===== config.mk =====
export PLATFORM = sky130hd
export DESIGN_NAME = mux_pipe_n
export DESIGN_NICKNAME = d
export VERILOG_FILES = /design/src/rtl/mux_pkg.sv /design/src/rtl/mux_n_sel.sv /design/src/rtl/mux_pipe_n.sv
export SDC_FILE = /design/constraint.sdc
export NUM_CORES = 1
export LEC_CHECK = 0
export ABC_AREA = 1
export CAP_MARGIN = 40
export CORE_UTILIZATION = 34
export DETAILED_ROUTE_END_ITERATION = 8
export PLACE_DENSITY = 0.78
export SLEW_MARGIN = 20
export SYNTH_ARGS = -nofsm -noshare
export SYNTH_HDL_FRONTEND = slang
export SYNTH_SLANG_ARGS = --single-unit

===== constraint.sdc =====
create_clock -name clk -period 1.92 [get_ports clk]
set_input_delay 0.288 -clock clk [delete_from_list [all_inputs] [get_ports clk]]
set_output_delay 0.288 -clock clk [all_outputs]
set_load 0.02 [all_outputs]

===== src/rtl/mux_pkg.sv =====
// Shared defaults and select clamping for the pipelined N-input multiplexer.
// The clamp encodes the legacy rule: an out-of-range select picks the last input.
package mux_pkg;

    localparam int DEF_WIDTH = 32;
    localparam int DEF_N_IN  = 9;
    localparam int DEF_SEL_W = 4;

    function automatic int clamp_sel(input int sel_val, input int n_in);
        return (sel_val >= n_in) ? n_in - 1 : sel_val;
    endfunction

endpackage


===== src/rtl/mux_n_sel.sv =====
// Combinational N-way word select from a flattened input bus.
// Out-of-range selects fall back to the last input.
module mux_n_sel
    import mux_pkg::*;
#(
    parameter int WIDTH = DEF_WIDTH,
    parameter int N_IN  = DEF_N_IN,
    parameter int SEL_W = DEF_SEL_W
) (
    input  logic [N_IN*WIDTH-1:0] in_bus,
    input  logic [SEL_W-1:0]      sel,
    output logic [WIDTH-1:0]      out
);

    int idx;

    always_comb begin
        // NOTE: every always_comb output gets a default first, so no path leaves it unassigned (no latch).
        out = '0;
        idx = clamp_sel(int'(sel), N_IN);
        for (int k = 0; k < N_IN; k++) begin
            if (k == idx) begin
                out = in_bus[k*WIDTH +: WIDTH];
            end
        end
    end

endmodule


===== src/rtl/mux_pipe_n.sv =====
// Registered N-input multiplexer with a 2-entry skid buffer on a valid/ready stream.
// in_ready depends only on the skid register, never on out_ready.
module mux_pipe_n
    import mux_pkg::*;
#(
    parameter int WIDTH = DEF_WIDTH,
    parameter int N_IN  = DEF_N_IN,
    parameter int SEL_W = DEF_SEL_W
) (
    input  logic                  clk,
    input  logic                  reset,
    input  logic [N_IN*WIDTH-1:0] in_bus,
    input  logic [SEL_W-1:0]      sel,
    input  logic                  in_valid,
    output logic                  in_ready,
    output logic [WIDTH-1:0]      out,
    output logic                  out_valid,
    input  logic                  out_ready,
    input  logic                  err_clr,
    output logic                  sel_err
);

    logic [WIDTH-1:0] sel_data;
    logic [WIDTH-1:0] main_data;
    logic [WIDTH-1:0] skid_data;
    logic             main_valid;
    logic             skid_valid;
    logic             in_xfer;
    logic             out_xfer;
    logic             sel_bad;

    mux_n_sel #(
        .WIDTH (WIDTH),
        .N_IN  (N_IN),
        .SEL_W (SEL_W)
    ) u_sel (
        .in_bus (in_bus),
        .sel    (sel),
        .out    (sel_data)
    );

    assign in_ready  = ~skid_valid;
    assign in_xfer   = in_valid & in_ready;
    assign out_xfer  = main_valid & out_ready;
    assign sel_bad   = (int'(sel) >= N_IN);
    assign out       = main_data;
    assign out_valid = main_valid;

    always_ff @(posedge clk or posedge reset) begin
        if (reset) begin
            // NOTE: data registers are reset too, so out reads 0 rather than stale data after reset.
            main_data  <= '0;
            skid_data  <= '0;
            main_valid <= 1'b0;
            skid_valid <= 1'b0;
        end else if (out_xfer) begin
            // Main drains: refill from skid first to keep order, else from the input.
            if (skid_valid) begin
                main_data  <= skid_data;
                skid_valid <= 1'b0;
            end else if (in_xfer) begin
                main_data  <= sel_data;
            end else begin
                main_valid <= 1'b0;
            end
        end else if (in_xfer) begin
            if (!main_valid) begin
                // NOTE: sequential state uses non-blocking assignment so every register sees pre-edge values.
                main_data  <= sel_data;
                main_valid <= 1'b1;
            end else begin
                skid_data  <= sel_data;
                skid_valid <= 1'b1;
            end
        end
    end

    // Set has priority over clear so a bad select is never lost.
    always_ff @(posedge clk or posedge reset) begin
        if (reset) begin
            sel_err <= 1'b0;
        end else if (in_xfer && sel_bad) begin
            sel_err <= 1'b1;
        end else if (err_clr) begin
            sel_err <= 1'b0;
        end
    end

endmodule


# Word-level counts from Yosys, hierarchy flattened

Cells that the tools add are included.

Word-level logic and storage cells: 55
Register bits: 67
Output and inout port bits: 35
Bits of input ports: 297

Eq/ne operators: 11
$lt $le $gt $ge: 1
Multiplexer cells: 24
Bitwise logic cells: 4
Reduce and logical (&&, ||, !) cells: 10

Operators by type and width:

| operator                                              | number |
|---|---|
| 2-to-1 mux 32 bit                                     | 14 |
| equality test 4 x 32 -> 1 bit, first input constant   | 4 |
| equality test 3 x 32 -> 1 bit, first input constant   | 2 |
| equality test 2 x 32 -> 1 bit, first input constant   | 1 |
| equality test 5 x 32 -> 1 bit, first input constant   | 1 |
| logical NOT 32 bit                                    | 1 |
| 2-to-1 mux 1 bit                                      | 9 |
| AND reduction 3 bit                                   | 3 |
| nonzero test 2 bit                                    | 4 |
| >= comparator 4 bit, second input constant            | 1 |
| 2-to-1 mux 4 bit                                      | 1 |
| inequality test 2 bit, second input constant          | 2 |
| bitwise AND 1 bit                                     | 2 |
| inequality test 2 x 1 -> 1 bit, second input constant | 1 |
| inverter 1 bit                                        | 2 |
| AND reduction 2 bit                                   | 1 |
| logical AND 1 bit                                     | 1 |

# Longest topological paths before layout

Gate-level depths: netlist of the first run.

Depth in word-level cells: 15
Mapped depth: 11
Gate-level depth less buffers: 10

# Hierarchy

From an unflattened synthesis of the first run, not the netlist that was laid out.

Cell total of the unflattened synthesis: 1,019
Area total of the unflattened synthesis: 5,958.2 um^2

Modules (own cells, without submodules):

| module     | times used | area an instance (um^2) | cells an instance | sequential area each (um^2) |
|---|---|---|---|---|
| mux_pipe_n | 1          | 3,164.3                 | 407               | 1,676.6 |
| mux_n_sel  | 1          | 2,793.9                 | 612               | 0.0 |

# Worst setup path after synthesis of the first run

OpenSTA, ideal clock, no wires.

Kind: reg-to-reg
Start: register skid_valid
End: register skid_data[29]
Setup slack: 0.195 ns
Library setup time: 0.133 ns
Arrival time: 1.591 ns
Data required time: 1.787 ns
Path buffers: 2
Stages on the path, launching flop included: 7
Clock period less this slack: 1.725 ns
Path through: dfrtp_1 inv_1 nand2_1 nor3_1 clkbuf_1 buf_1 o21ai_0

Cells in the longest elaborated chain, start to end: 3

RTL lines:

| what                                 | line             | source |
|---|---|---|
| start: declaration                   | mux_pipe_n.sv:27 | `logic skid_valid;` |
| start signal: assignment             | mux_pipe_n.sv:55 | `skid_valid <= 1'b0;` |
| start signal: assignment             | mux_pipe_n.sv:60 | `skid_valid <= 1'b0;` |
| start signal: assignment             | mux_pipe_n.sv:73 | `skid_valid <= 1'b1;` |
| inverter 1 bit                       | mux_pipe_n.sv:42 | `assign in_ready = ~skid_valid;` |
| via in_ready                         | mux_pipe_n.sv:15 | `output logic in_ready,` |
| bitwise AND 1 bit                    | mux_pipe_n.sv:43 | `assign in_xfer = in_valid & in_ready;` |
| AND reduction 3 bit (no source line) | -                |  |
| end signal: assignment               | mux_pipe_n.sv:72 | `skid_data <= sel_data;` |
| end: declaration                     | mux_pipe_n.sv:25 | `logic [WIDTH-1:0] skid_data;` |

The timed path passes the listed nets, and every way through them passes these cells.
A chain may end at the register's enable or synchronous reset.

# Final worst setup path of the first run

Start: register skid_valid
End: output in_ready

Cells in the longest elaborated chain, start to end: 1

RTL lines:

| what             | line |
|---|---|
| inverter 1 bit   | mux_pipe_n.sv:42 |
| end: declaration | mux_pipe_n.sv:15 |

Every way passes these cells.

==> results of run 1 <==
## per-stage QoR
stage / hold WS [ns] / cells / utilization, % / area, um2 / setup slack, ns
after CTS: 0.427 / 1492 / 63.4 / 9710 / 0.0274
final: 0.392 / 1500 / 64.2 / 9830 / 0.158
after floorplan: 0.384 / 932 / - / 5370 / 0.195
after detailed placement: 0.470 / 1476 / 61.6 / 9440 / -0.412
after global placement: 0.463 / 1476 / 61.6 / 9440 / -0.381
after global routing: 0.429 / 1500 / 64.2 / 9830 / 0.0891
## state kept, by name (all words and copies together) (netlist names)
| name | flops |
|---|---|
| out | 32 |
| skid_data | 32 |
| out_valid | 1 |
| sel_err | 1 |
| skid_valid | 1 |
## cell families after synthesis
logic type | count (synthesis) | synth area share, %
AND/OR/NAND/NOR | 658 | 52.7
buffers and inverters | 155 | 11.1
flip-flops | 67 | 31.3
AO/OA/AOI/OAI | 52 | 4.87
## cell usage after synthesis (2+ instances only)
master      n
a21oi_1    25
buf_2      13
clkbuf_1   41
clkinv_1    2
dfrtp_1    67
inv_1      97
nand2_1   334
nand3_1    75
nand4_1    98
nor2_1    147
nor3_2      3
o21ai_0     3
o21ai_1    23
## area by class of cell
type	count	area share, %
Timing Repair Buffer	396	41.4
Multi-Input combinational cell	710	32.3
Sequential cell	67	17.1
Inverter	100	3.86
Tap cell	211	2.69
Clock buffer	9	2.29
Clock inverter	7	0.458
## routing by layer
metal	GRT usage (%)	part of all wire (%)	routed length [um]
met1	35.4	38	9450
met2	53.3	49	12200
met3	6.74	9.7	2410
met4	12.0	3.4	844
met5	0	0.052	13
## worst paths after layout
check	start	endpoint	slack, ns
max	skid_valid	in_ready	0.16
min	reset	out[12]	0.39
max reg2reg	out_valid	out[19]	0.48
min reg2reg	out[13]	out[13]	0.48
max in group asynchronous	reset	skid_data[29]	1.21
min in group clk	out[13]	out[13]	0.48
## power groups by stage
stage | clock (mW) | sequential [mW] | combinational, mW
final | 1.50 | 2.35 | 3.80
after global routing | 1.59 | 2.41 | 4.17
after CTS | 1.53 | 2.35 | 3.79
after detailed placement | 0 | 2.35 | 3.76
after global placement | 0 | 2.35 | 3.70
after floorplan | 0 | 2.69 | 1.42
## worst max-delay path, delay by kind of cell (launching register included)
family / cells / cell delay [ns]
buf+inv: 2 / 0.75
flops: 1 / 0.39
## repair_timing
action / 4_1_cts / 5_1_grt
resized for setup: 1 / 16
hold endpoints to repair: 0 / 0
cloned: 0 / 1
pin swaps: 0 / 7
buffers inserted: 0 / 7
setup endpoints to repair: 16 / 59
==> flow_metrics.tcl, run 1 <==
set metrics [dict create \
    status "finished clean" \
    ys.flop_type "dfrtp_1" \
    cp_max_fo 4 \
    totalWireLength_um 24900 \
    synth_edf_count 0 \
    slew_headroom_pct 72.7 \
    die_y_um 128 \
    fin_setup_tns_ns 0 \
    final_nets 1581 \
    grt_overflow 0 \
    hpwl_um 18900 \
    drtIter0Drc 751 \
    seqPwrFrac_pct 30.7 \
    multi_input_area_mm2 0.00317 \
    final_common_cell "nand2_1" \
    tritoncts "yes" \
    post_drt_wl_per_cell_um 16.6 \
    regArea_mm2 0.00168 \
    area_growth_pct 83.2 \
    gp_congestion 0.958 \
    clockBufferDepth 2 \
    hold_viol 0 \
    synth_cells 932 \
    cp_cell_sequence "inv_1 -> clkdlybuf4s50_1" \
    vdd_drop_max_mv 0.556 \
    initial_core_util_pct 35.0 \
    drive_above_1_share_pct 8.15 \
    final_cell_mix "333 x nand2_1, 327 x clkdlybuf4s50_1, 134 x nor2_1, 98 x nand4_1, 95 x inv_1" \
    fmax_mhz 568 \
    synth_warnings 0 \
    root_buffer "clkbuf_16" \
    grt_max_degree 68 \
    ys_seq_elements 67 \
    port_buffers 331 \
    netSwitchingPower_mw 2.91 \
    setup_viol 0 \
    antenna_found_initial 1 \
    fin_worst_skew_ns 0.00546 \
    max_stage_delay_ns 0.63 \
    grt_pass1_vias 7228 \
    period_minus_slack_ns 1.76 \
    antenna_left 0 \
    syn_area_mm2 0.00537 \
    core_area_mm2 0.0153 \
    clkTransAtPathRegs_ns 0.06 \
    cts.sinks 67 \
    clk_latency_ns 0.33 \
    slew_viol_final 0 \
    finalPower_mw 7.65 \
    synthTopCellsByArea "dfrtp_1 31%, nand2_1 23%, nand4_1 11%" \
    sw_frac_of_total_pct 38.0 \
    clkPwrFrac_pct 19.6 \
    crit_path_top_delay_cell "clkdlybuf4s50_1" \
    p_per_area_mw_per_mm2 779 \
    avgSynthCellArea_um2 5.76 \
    synth.distinct_cells 17 \
    vias 7606 \
    syn-num-nets 1229 \
    num-fill-cells 1392 \
    rsz0062_at_grt "no" \
    rows 45 \
    ys_async_sr_fraction_pct 100 \
    htree_levels 3 \
    yosys.area.top_type "dfrtp_1" \
    yosysTopAreaCellShare_pct 31.3 \
    worst_slew_pin_slew_ns 0.409 \
    grt_pass1_wl_um 37700 \
    worstSetupEndpointType "output pin" \
    drc 0 \
    path_class "flip-flop to output pin" \
    worst-endpoint-arrival_ns 1.47 \
    diodes 0 \
    hold_class "input port to asynchronous set/reset pin" \
    finalCritPeriodShare_pct 91.8 \
    die_w_um 128 \
    cp.required_ns 1.63 \
    drv_cap 0 \
    cts_hold_buf 0 \
    viasPerCell 5.07 \
    ys_seq_area_share_pct 31.3 \
    cts_inserted_buffers 9 \
    ios 332 \
    dr.pass1.iters 6 \
    power_leakage_nw 4.74 \
    reg2regPathDepth 8 \
    start_kind "flip-flop" \
    p_comb_share_pct 49.7 \
    p_int_mw 4.75 \
    grt_use_total_pct 30.2 \
    dieArea_mm2 0.0163 \
]
No activity file was read; power rests on OpenSTA's default activity.
==> run 2: changes to the inputs <==
Settings changed: GPL_TIMING_DRIVEN set to 1.
==> results of run 2 <==
The final DEF is identical to that of run 1; final timing and power are the same.
==> run 3: changes to the inputs <==
Settings changed: CAP_MARGIN 40 to 20, CORE_ASPECT_RATIO set to 1.4, CORE_MARGIN set to 3, RECOVER_POWER set to 50.
==> flow_metrics.tcl, run 3 (same netlist as run 1, synthesis figures left out) <==
set metrics [dict create \
    status "finished clean" \
    clk_latency_ns 0.33 \
    worstSetupEndpointType "flip-flop" \
    grt_overflow 0 \
    grt_util_met2_pct 51.4 \
    hpwl_um 21200 \
    final_nets 1580 \
    period_minus_slack_ns 1.81 \
    setup_viol 0 \
    final_cell_mix "334 x nand2_1, 312 x clkdlybuf4s50_1, 137 x nor2_1, 98 x nand4_1, 95 x inv_1" \
    start_kind "input port" \
    fin_setup_tns_ns 0 \
    tritoncts "yes" \
    die_y_um 155 \
    grt-busiest-layer "met2" \
    drc 0 \
    num-fill-cells 1433 \
    slew_viol_final 0 \
    finalCritPeriodShare_pct 94.2 \
    post_drt_wl_per_cell_um 18.5 \
    totalWireLength_um 27500 \
    whs_ns 0.456 \
    hold_class "input port to asynchronous set/reset pin" \
    core_area_mm2 0.0153 \
    antenna_left 0 \
    path_common_cell "nand4_1" \
    area_growth_pct 81.0 \
    rsz0062_at_grt "no" \
    root_buffer "clkbuf_16" \
    ios 332 \
    path_class "input port to flip-flop" \
    dpl_cell_area_mm2 0.00931 \
    rows 53 \
    drtIter0Drc 736 \
    fmax_mhz 553 \
    final_common_cell "nand2_1" \
    clkTransAtPathRegs_ns 0.06 \
    vias 7689 \
    use_met1_pct 37.5 \
    cts.sinks 67 \
    grt_pass1_wl_um 41400 \
    gp_congestion 1.03 \
    cp_cell_sequence "clkdlybuf4s15_1 -> buf_4 -> nand4_1 -> buf_4 -> clkbuf_16 -> nor2_1 -> nor2_2 -> nand4_1 -> nor2_2 -> nand4_1 -> nand2_1 -> nand2_1" \
    dr.pass1.iters 7 \
    crit_path_top_delay_cell "clkdlybuf4s15_1" \
    cts_inserted_buffers 9 \
    use_met3_pct 6.07 \
    p_per_area_mw_per_mm2 809 \
    worst-endpoint-arrival_ns 2.03 \
    hold_viol 0 \
    viasPerCell 5.18 \
    initial_core_util_pct 35.2 \
    vdd_drop_max_mv 0.693 \
    stdcell_area_mm2 0.00971 \
    max_stage_delay_ns 0.29 \
    clockBufferDepth 2 \
    cp_max_fo 8 \
    dieArea_mm2 0.0173 \
    die_w_um 112 \
    grt_use_total_pct 30.3 \
    htree_levels 3 \
    worst_slew_pin_slew_ns 0.846 \
    grt_pass1_vias 7471 \
    drv_cap 0 \
    drive_above_1_share_pct 7.61 \
    grt_max_degree 35 \
    antenna_found_initial 4 \
    cp.required_ns 2.14 \
    power_leakage_nw 4.73 \
    fin_worst_skew_ns 0.00448 \
    slew_headroom_pct 43.6 \
    cts_hold_buf 0 \
    port_buffers 331 \
]
run 3: area by class of cell:
cell class / instances / area (um2) / area share, %
diodes: 5 / 12.5 / 0.129
clock buffers: 10 / 229 / 2.36
clock inverters: 6 / 80.1 / 0.824
inverters: 100 / 377 / 3.88
multi-input cells: 711 / 3160 / 32.6
flip-flops and latches: 67 / 1680 / 17.3
well taps: 192 / 240 / 2.47
repair buffers: 394 / 3940 / 40.5
run 3: path summary, 6_finish.rpt:
check                            from            to  slack (ns)  cells past startpoint
min in group clk              out[31]       out[31]        0.47                      2
max                            sel[1]       out[19]        0.11                     12
min                             reset       out[22]        0.46                      2
min reg2reg                   out[31]       out[31]        0.47                      2
max in group asynchronous       reset        out[9]        0.26                      3
max reg2reg                skid_valid  skid_data[9]        0.30                      7
run 3: power by group:
part / switching (mW) / internal, mW
clock network: 0.607 / 1.13
registers: 0.288 / 2.04
logic: 2.02 / 1.77
total: 2.91 / 4.94
run 3: stage by stage:
step                      util, %  instances  power (mW)  setup slack (ns)
final                        63.7       1485        7.85             0.111
after global routing         63.7       1484        8.30           0.00294
after detailed placement     61.0       1457        6.14            -0.475
after floorplan                 -        932        4.11             0.195
after CTS                    63.7       1478        7.92           0.00296
after global placement       61.0       1457        6.09            -0.417
run 3: repair_timing:
item	4_1_cts	5_1_grt
gates cloned	3	0
resized for setup	4	14
pin swaps	4	4
buffers inserted	2	2
hold endpoints to repair	0	0
setup endpoints to repair	64	64
run 3: layer usage:
layer | routed length, um | share of wire [%]
met1 | 10800 | 39
met2 | 13400 | 49
met3 | 2280 | 8.3
met4 | 1060 | 3.8
met5 | 0 | 0
run 3: worst max-delay path: cells and delay by family:
family	cells	cell delay (ns)
and+or+nand+nor	8	0.91
buffers and inverters	4	0.82
